File: config.mk
export PLATFORM = sky130hd
export DESIGN_NAME = result_wr_ctrl
export DESIGN_NICKNAME = d
export VERILOG_FILES = /design/src/rtl/result_wr_ctrl.sv
export SDC_FILE = /design/constraint.sdc
export NUM_CORES = 1
export LEC_CHECK = 0
export BUFFER_PORTS_ARGS = -buffer_cell sky130_fd_sc_hd__buf_2
export CAP_MARGIN = 15
export CORE_AREA = 2 2 247 249
export DETAILED_ROUTE_END_ITERATION = 12
export DIE_AREA = 0 0 249 251
export PLACE_DENSITY_LB_ADDON = 0.1
export SYNTH_ARGS = -nofsm -noshare
export SYNTH_HDL_FRONTEND = slang
export SYNTH_SLANG_ARGS = --single-unit
File: constraint.sdc
create_clock -name clk -period 2.6 [get_ports clk]
set_input_delay 0.26 -clock clk [delete_from_list [all_inputs] [get_ports clk]]
set_output_delay 0.26 -clock clk [all_outputs]
set_load 0.02 [all_outputs]
File: src/rtl/result_wr_ctrl.sv
// result_wr_ctrl: upstream feeder for the line-coalescing write buffer.
// Takes a valid/ready stream of DATA_WIDTH-bit results and emits word-addressed
// buffered writes into consecutive memory from a programmable word base address.
// Every completed line and the trailing partial line are flushed with wr_now.
// After the last word the block waits until the write buffer has reported
// one real write per flushed line, then pulses done.
//
// Ports:
//   clk, rst              clock, synchronous active-high reset
//   start                 one-cycle job launch (accepted in IDLE only)
//   base_addr, num_words  first word address, number of words in the job
//   in_data/valid/ready   input result stream (in_ready is combinational)
//   wr_en, wr_now         word write strobe, flush-current-line strobe
//   wr_addr, wr_data      word address, line-wide data (word in [31:0], rest 0)
//   wr_mdata              line tag (index of the line within the job)
//   wr_direct             direct-line write, tied to 0
//   wr_req_almostfull     write-channel backpressure
//   wr_real_valid         one real line write completed
//   busy, done            job active, one-cycle completion pulse
//
// Optional build macro RESULT_WR_PERF_EN adds:
//   perf_cycles   cycles from start acceptance to done inclusive (saturating)
//   stall_cycles  RUN cycles with in_valid=1 and in_ready=0 (saturating)
module result_wr_ctrl #(
   parameter int unsigned ADDR_LMT    = 20,
   parameter int unsigned MDATA       = 14,
   parameter int unsigned CACHE_WIDTH = 512,
   parameter int unsigned DATA_WIDTH  = 32,
   parameter int unsigned LEN_W       = 24
) (
   input  logic                    clk,
   input  logic                    rst,
   input  logic                    start,
   input  logic [ADDR_LMT+3:0]     base_addr,
   input  logic [LEN_W-1:0]        num_words,
   input  logic [DATA_WIDTH-1:0]   in_data,
   input  logic                    in_valid,
   output logic                    in_ready,
   output logic                    wr_en,
   output logic                    wr_now,
   output logic [ADDR_LMT+3:0]     wr_addr,
   output logic [CACHE_WIDTH-1:0]  wr_data,
   output logic [MDATA-1:0]        wr_mdata,
   output logic                    wr_direct,
   input  logic                    wr_req_almostfull,
   input  logic                    wr_real_valid,
   output logic                    busy,
`ifdef RESULT_WR_PERF_EN
   output logic [31:0]             perf_cycles,
   output logic [31:0]             stall_cycles,
`endif
   output logic                    done
);

   localparam int unsigned AW = ADDR_LMT + 4;

   typedef enum logic [2:0] {
      IDLE     = 3'd0,
      RUN      = 3'd1,
      BUBBLE   = 3'd2,
      WAIT_RSP = 3'd3,
      DONE     = 3'd4
   } state_t;

   state_t            state;
   logic [AW-1:0]     cur_addr;
   logic [LEN_W-1:0]  remaining;
   logic [LEN_W-1:0]  line_cnt;
   logic [LEN_W-1:0]  rsp_cnt;
   logic              last_line;
   logic              hs;
   logic              closing;
   logic              rsp_window;

   // Stream accepted only in RUN and only while the write channel has room.
   assign in_ready   = (state == RUN) && !wr_req_almostfull;
   assign hs         = in_valid && in_ready;
   // A word closes its line at offset 15 or when it is the last of the job.
   assign closing    = (cur_addr[3:0] == 4'hF) || (remaining == LEN_W'(1));
   // Responses may arrive any time after the first flush, before WAIT_RSP too.
   assign rsp_window = (state == RUN) || (state == BUBBLE) || (state == WAIT_RSP);
   assign wr_direct  = 1'b0;

   // Job FSM with registered write-port outputs.
   always_ff @(posedge clk) begin
      if (rst) begin
         state     <= IDLE;
         cur_addr  <= '0;
         remaining <= '0;
         line_cnt  <= '0;
         rsp_cnt   <= '0;
         last_line <= 1'b0;
         wr_en     <= 1'b0;
         wr_now    <= 1'b0;
         wr_addr   <= '0;
         wr_data   <= '0;
         wr_mdata  <= '0;
         busy      <= 1'b0;
         done      <= 1'b0;
      end else begin
         wr_en  <= 1'b0;
         wr_now <= 1'b0;
         done   <= 1'b0;

         if (wr_real_valid && rsp_window) begin
            rsp_cnt <= rsp_cnt + LEN_W'(1);
         end

         case (state)
            IDLE: begin
               if (start) begin
                  cur_addr  <= base_addr;
                  remaining <= num_words;
                  busy      <= 1'b1;
                  state     <= (num_words == '0) ? DONE : RUN;
               end
            end

            RUN: begin
               if (hs) begin
                  wr_en     <= 1'b1;
                  wr_now    <= closing;
                  wr_addr   <= cur_addr;
                  wr_data   <= CACHE_WIDTH'(in_data);
                  wr_mdata  <= MDATA'(line_cnt);
                  cur_addr  <= cur_addr + AW'(1);
                  remaining <= remaining - LEN_W'(1);
                  if (closing) begin
                     line_cnt  <= line_cnt + LEN_W'(1);
                     last_line <= (remaining == LEN_W'(1));
                     state     <= BUBBLE;
                  end
               end
            end

            // One dead cycle after each flush gives the buffer its issue slot.
            BUBBLE: begin
               state <= last_line ? WAIT_RSP : RUN;
            end

            WAIT_RSP: begin
               if (rsp_cnt == line_cnt) begin
                  state <= DONE;
               end
            end

            DONE: begin
               done      <= 1'b1;
               busy      <= 1'b0;
               line_cnt  <= '0;
               rsp_cnt   <= '0;
               last_line <= 1'b0;
               state     <= IDLE;
            end

            default: begin
               state <= IDLE;
            end
         endcase
      end
   end

`ifdef RESULT_WR_PERF_EN
   // Job duration and input-stall counters; values hold until the next start.
   always_ff @(posedge clk) begin
      if (rst) begin
         perf_cycles  <= '0;
         stall_cycles <= '0;
      end else if (state == IDLE) begin
         if (start) begin
            perf_cycles  <= 32'd1;
            stall_cycles <= '0;
         end
      end else begin
         if (perf_cycles != '1) begin
            perf_cycles <= perf_cycles + 32'd1;
         end
         if ((state == RUN) && in_valid && !in_ready && (stall_cycles != '1)) begin
            stall_cycles <= stall_cycles + 32'd1;
         end
      end
   end
`endif

endmodule

==> summary by stage <==
Floorplanning
The die is between 200 and 250 um wide. For this configuration, the core starts out at a cell density of 0.200. In this run the core area contains 90 standard-cell rows.

The die extent in y is 251 um. The area of the core region is approximately 60000 sq um. Pin placement for this block handled 642 I/O pins.

The die area is 62500 sq um.

Pwr
Across the VDD grid, the largest voltage drop is 0.508 mV. The reported leakage power is 5.74 nW. The power after layout is 0.00726 W.

For this design the ratio of total power to cell area is 559 nW/um^2.

Synthesis
The post-synthesis cell area is between 10000 and 15000 sq um. The number of flops mapped to enable cells by yosys is 0. The share of the Yosys chip area taken by registers is 0.292. The share of synthesized registers carrying an async set or reset is 0. Yosys printed 0 warnings.

Of the post-synthesis cell area, the dominant cell type holds 0.303. The synthesized flop and latch total is roughly 170. Yosys attributes the largest share of cell area to buf_4, dfxtp_1, nand2_1.

The cell type with the largest total area after synthesis is buf_4. The count of distinct cell types in the synthesized netlist is 65. For this run, the leading register cell type out of synthesis is dfxtp_1. The synthesized instance count is 1546. The mean instance size in the synthesized netlist is a little under 8 sq um.

Worst setup path
The startpoint identified for the worst register-to-register timing path is remaining[0]. The count of cell instances traversed by the critical path is 7. STA classifies the critical path startpoint as a register. The slack of the worst reg-to-reg path is 0.22 ns. Measured in cells, the most critical reg-to-reg path has a length of 7. Along the worst path, the maximum fanout reaches 5. The type of the setup path with the least slack is register to register.

The library cell contributing the largest single delay on the critical path is or4b_2. The end point of the critical path is remaining[10]. In this run the critical register-to-register path is captured at remaining[10]. Tracing the worst setup path back leads to its startpoint at remaining[0].

The endpoint class of the critical path is a register. Counting both buffers and inverters, the worst setup path holds a total of 1. Walking the worst path, the cells encountered are inv_1, ha_1, or4b_2, or3_1, o32a_1, o21ai_0, a21oi_1. In this design, the stage delay of the slowest critical-path cell is slightly below 0.7 ns. Among cell families on the critical path, the largest total delay comes from simple AND/OR/NAND/NOR gates. At the worst endpoint, the arrival time is 2.73 ns.

The worst endpoint required time is 2.95 ns.

STA
Setup violations remaining at the end of the flow were counted as 0. At the pin with the least slew margin, the transition time is 1.01 ns. On the final layout, the worst hold slack is 0.0629 ns. In the finished design, the share of the clock period the worst path needs comes to 0.917.

Setup repair after global routing left no endpoint under its margin. For the final routed database, the setup TNS stands at 0 ns. The final number of hold-violating endpoints is 0. The final critical-path required period is 2.38 ns. The count of final max-slew check failures was 0. Derived from the worst setup path, the maximum achievable clock frequency is around 420 MHz. Between clock sinks in the finished design, the worst skew comes to 0.0110 ns.

The remaining max-slew budget at the tightest pin is 0.326.

Global routing
The first global-routing pass estimated 54.8 mm of wire. Global routing finished with a remaining overflow of 0. The overall global routing resource usage is 0.116. Entering global routing, the biggest net connects 99 pins. The via count of the first global-routing pass came to 8363. The number of antenna violations at the first check in global routing is 2.

Detailed routing
The total number of vias is 9544. Dividing the detail-routed via count by the number of cells gives roughly 3.8. The routed design has 38.2 mm of wire. In the routed design, unresolved DRC markers number 0. The length of the first detailed-routing pass in iterations is 5. The routed length per placed instance is 15.1 um.

The number of nets with antenna violations after detailed routing is 0. The first routing iteration left 401 violations.

Clock network
The deepest clock path buffer count is 2. After clock tree synthesis, the clock-pin slew on the worst setup and hold paths is 0.08 ns. The clock tree root driver cell is clkbuf_16. The total CTS buffers is 17.

For the worst-skew pair, the clock arrives at the later sink with an insertion delay of 0.49 ns. The number of post-CTS setup repair buffers is 0. TritonCTS built the clock tree.

The tree built by TritonCTS fans out to around 170 sinks. The number of levels the H-tree was split into is 4.

Worst hold path
The min-delay analysis places its worst path in the category input port to register. The hold path startpoint is base_addr[16]. The count of cells along the worst hold path is 3.

Cells and area
From synthesis to final layout, the design area changed by 8.96%. The count of nets after finishing is 1826. The fraction of final layout cells sized beyond drive strength 1 is 0.152.

The non-filler instance count after layout is 2531.

Job
The number of violations of the max-capacitance limit is 0.

Place
Summed over all nets, the half-perimeter wirelength after detailed placement is about 28 mm. In this run, placement finished with an instance count of 2465. The count of input and output buffers is 160. At the end of routability-driven placement, the weighted congestion stood at 0.757.

Run status
The run finished with clean final reports.
-- placed cells by master, fill, tap and decap left out, types with 5 or more instances in the layout --
cell type / n
conb_1: 481
nand2_1: 204
dfxtp_1: 173
buf_2: 159
a21oi_1: 127
nor2_1: 62
o21ai_0: 47
buf_4: 44
nand3_1: 42
dlygate4sd3_1: 33
nor3_1: 27
xor2_1: 27
or3_1: 26
nor4_1: 26
a211oi_1: 23
nand4_1: 22
inv_1: 17
clkbuf_16: 17
xnor2_1: 16
mux2i_1: 15
o31ai_1: 13
or4_1: 10
o22ai_1: 9
and3_1: 7
and4_1: 7
a31oi_1: 7
buf_12: 7
a311oi_1: 6
or2_2: 5
a31o_2: 5
a221oi_1: 5
o32ai_1: 5
a21o_1: 5
ha_1: 5
clkinv_4: 5
-- worst min-delay path: stages --
cell	delay (ns)
buf_2	0.10
nor2_1	0.09
nor4_1	0.06
-- stage by stage --
stage	worst slack (ns)	cell area, sq um	utilization
final	0.217	13000	0.217
after global routing	0.00945	13000	0.217
after CTS	0.0304	13000	0.217
after detailed placement	0.230	12100	0.203
after global placement	0.278	12100	0.203
after floorplan	0.354	13700	-
-- layer usage --
layer  track usage  wire length (um)  vias up
met3        0.0211              1620       34
met1         0.151             17200     4520
met2         0.192             18700      313
met5             0                 0        -
li1              -                 -     4677
met4        0.0438               672        0
-- sequential cells by signal, indices dropped and copies added (netlist names) --
register / flops
wr_data: 32
cur_addr: 24
line_cnt: 24
remaining: 24
rsp_cnt: 24
wr_addr: 24
wr_mdata: 14
state: 3
busy: 1
done: 1
last_line: 1
wr_en: 1
wr_now: 1
-- cell families (layout without fill, tap and decap cells) --
kind of cell               count (synthesis)  count (layout)  synth area share
adders and majority gates                  5               5           0.00524
buffers and inverters                    570             292             0.331
muxes                                     15              15            0.0126
xor gates and xnor gates                  43              43            0.0316
other                                      1             482          0.000314
DFF                                      174             174             0.292
and+or+nand+nor                          466             466             0.189
AOI/OAI and AO/OA                        272             272             0.138
-- cell usage after synthesis, types with 2 or more instances --
library cell  instances
a211oi_1             24
a21o_1                5
a21oi_1             127
a221oi_1              5
a311oi_1              6
a31o_2                5
a31oi_1               7
and2_1                2
and3_1                7
and4_1                7
buf_1                 6
buf_4               481
clkbuf_1             64
dfxtp_1             174
ha_1                  5
inv_1                17
mux2i_1              15
nand2_1             205
nand2b_1              4
nand3_1              42
nand3b_1              3
nand4_1              22
nor2_1               62
nor2b_1               4
nor3_1               27
nor3b_1               4
nor4_1               26
nor4_4                2
o21ai_0              47
o221ai_1              2
o22ai_1               9
o2bb2ai_1             2
o31ai_1              13
o32ai_1               5
or2_2                 5
or3_1                26
or4_1                10
xnor2_1              16
xor2_1               27
-- timing repair --
action                                  CTS  global route
hold buffers                             33             0
resized for setup                         0             1
endpoints found under the setup margin    0             1
endpoints found under the hold margin    33             0
-- cell type report --
type	count	area (sq um)
fillers	6812	46800
multi-input cells	1282	6320
flip-flops and latches	174	3480
repair buffers	243	1600
well taps	782	978
clock buffers	17	425
clock inverters	15	130
inverters	17	63.8
diodes	1	2.50
-- how the worst min path moves through the flow --
stage	to	slack [ns]
6_report	cur_addr[16]	0.06
3_3_place_gp	wr_data[9]	0.44
4_1_cts	cur_addr[16]	0.02
3_5_place_dp	wr_data[17]	0.45
2_1_floorplan	wr_data[0]	0.40
5_1_grt	cur_addr[16]	0.05
-- where the power goes --
| group | leakage [nW] | internal, W | total [W] | switching (W) |
|---|---|---|---|---|
| logic | 4.06 | 0.000442 | 0.00178 | 0.00134 |
| registers | 1.41 | 0.00278 | 0.00291 | 0.000125 |
| clock network | 0.274 | 0.00125 | 0.00258 | 0.00132 |
| total | 5.74 | 0.00448 | 0.00726 | 0.00278 |
No activity file was read; power rests on OpenSTA's default activity.
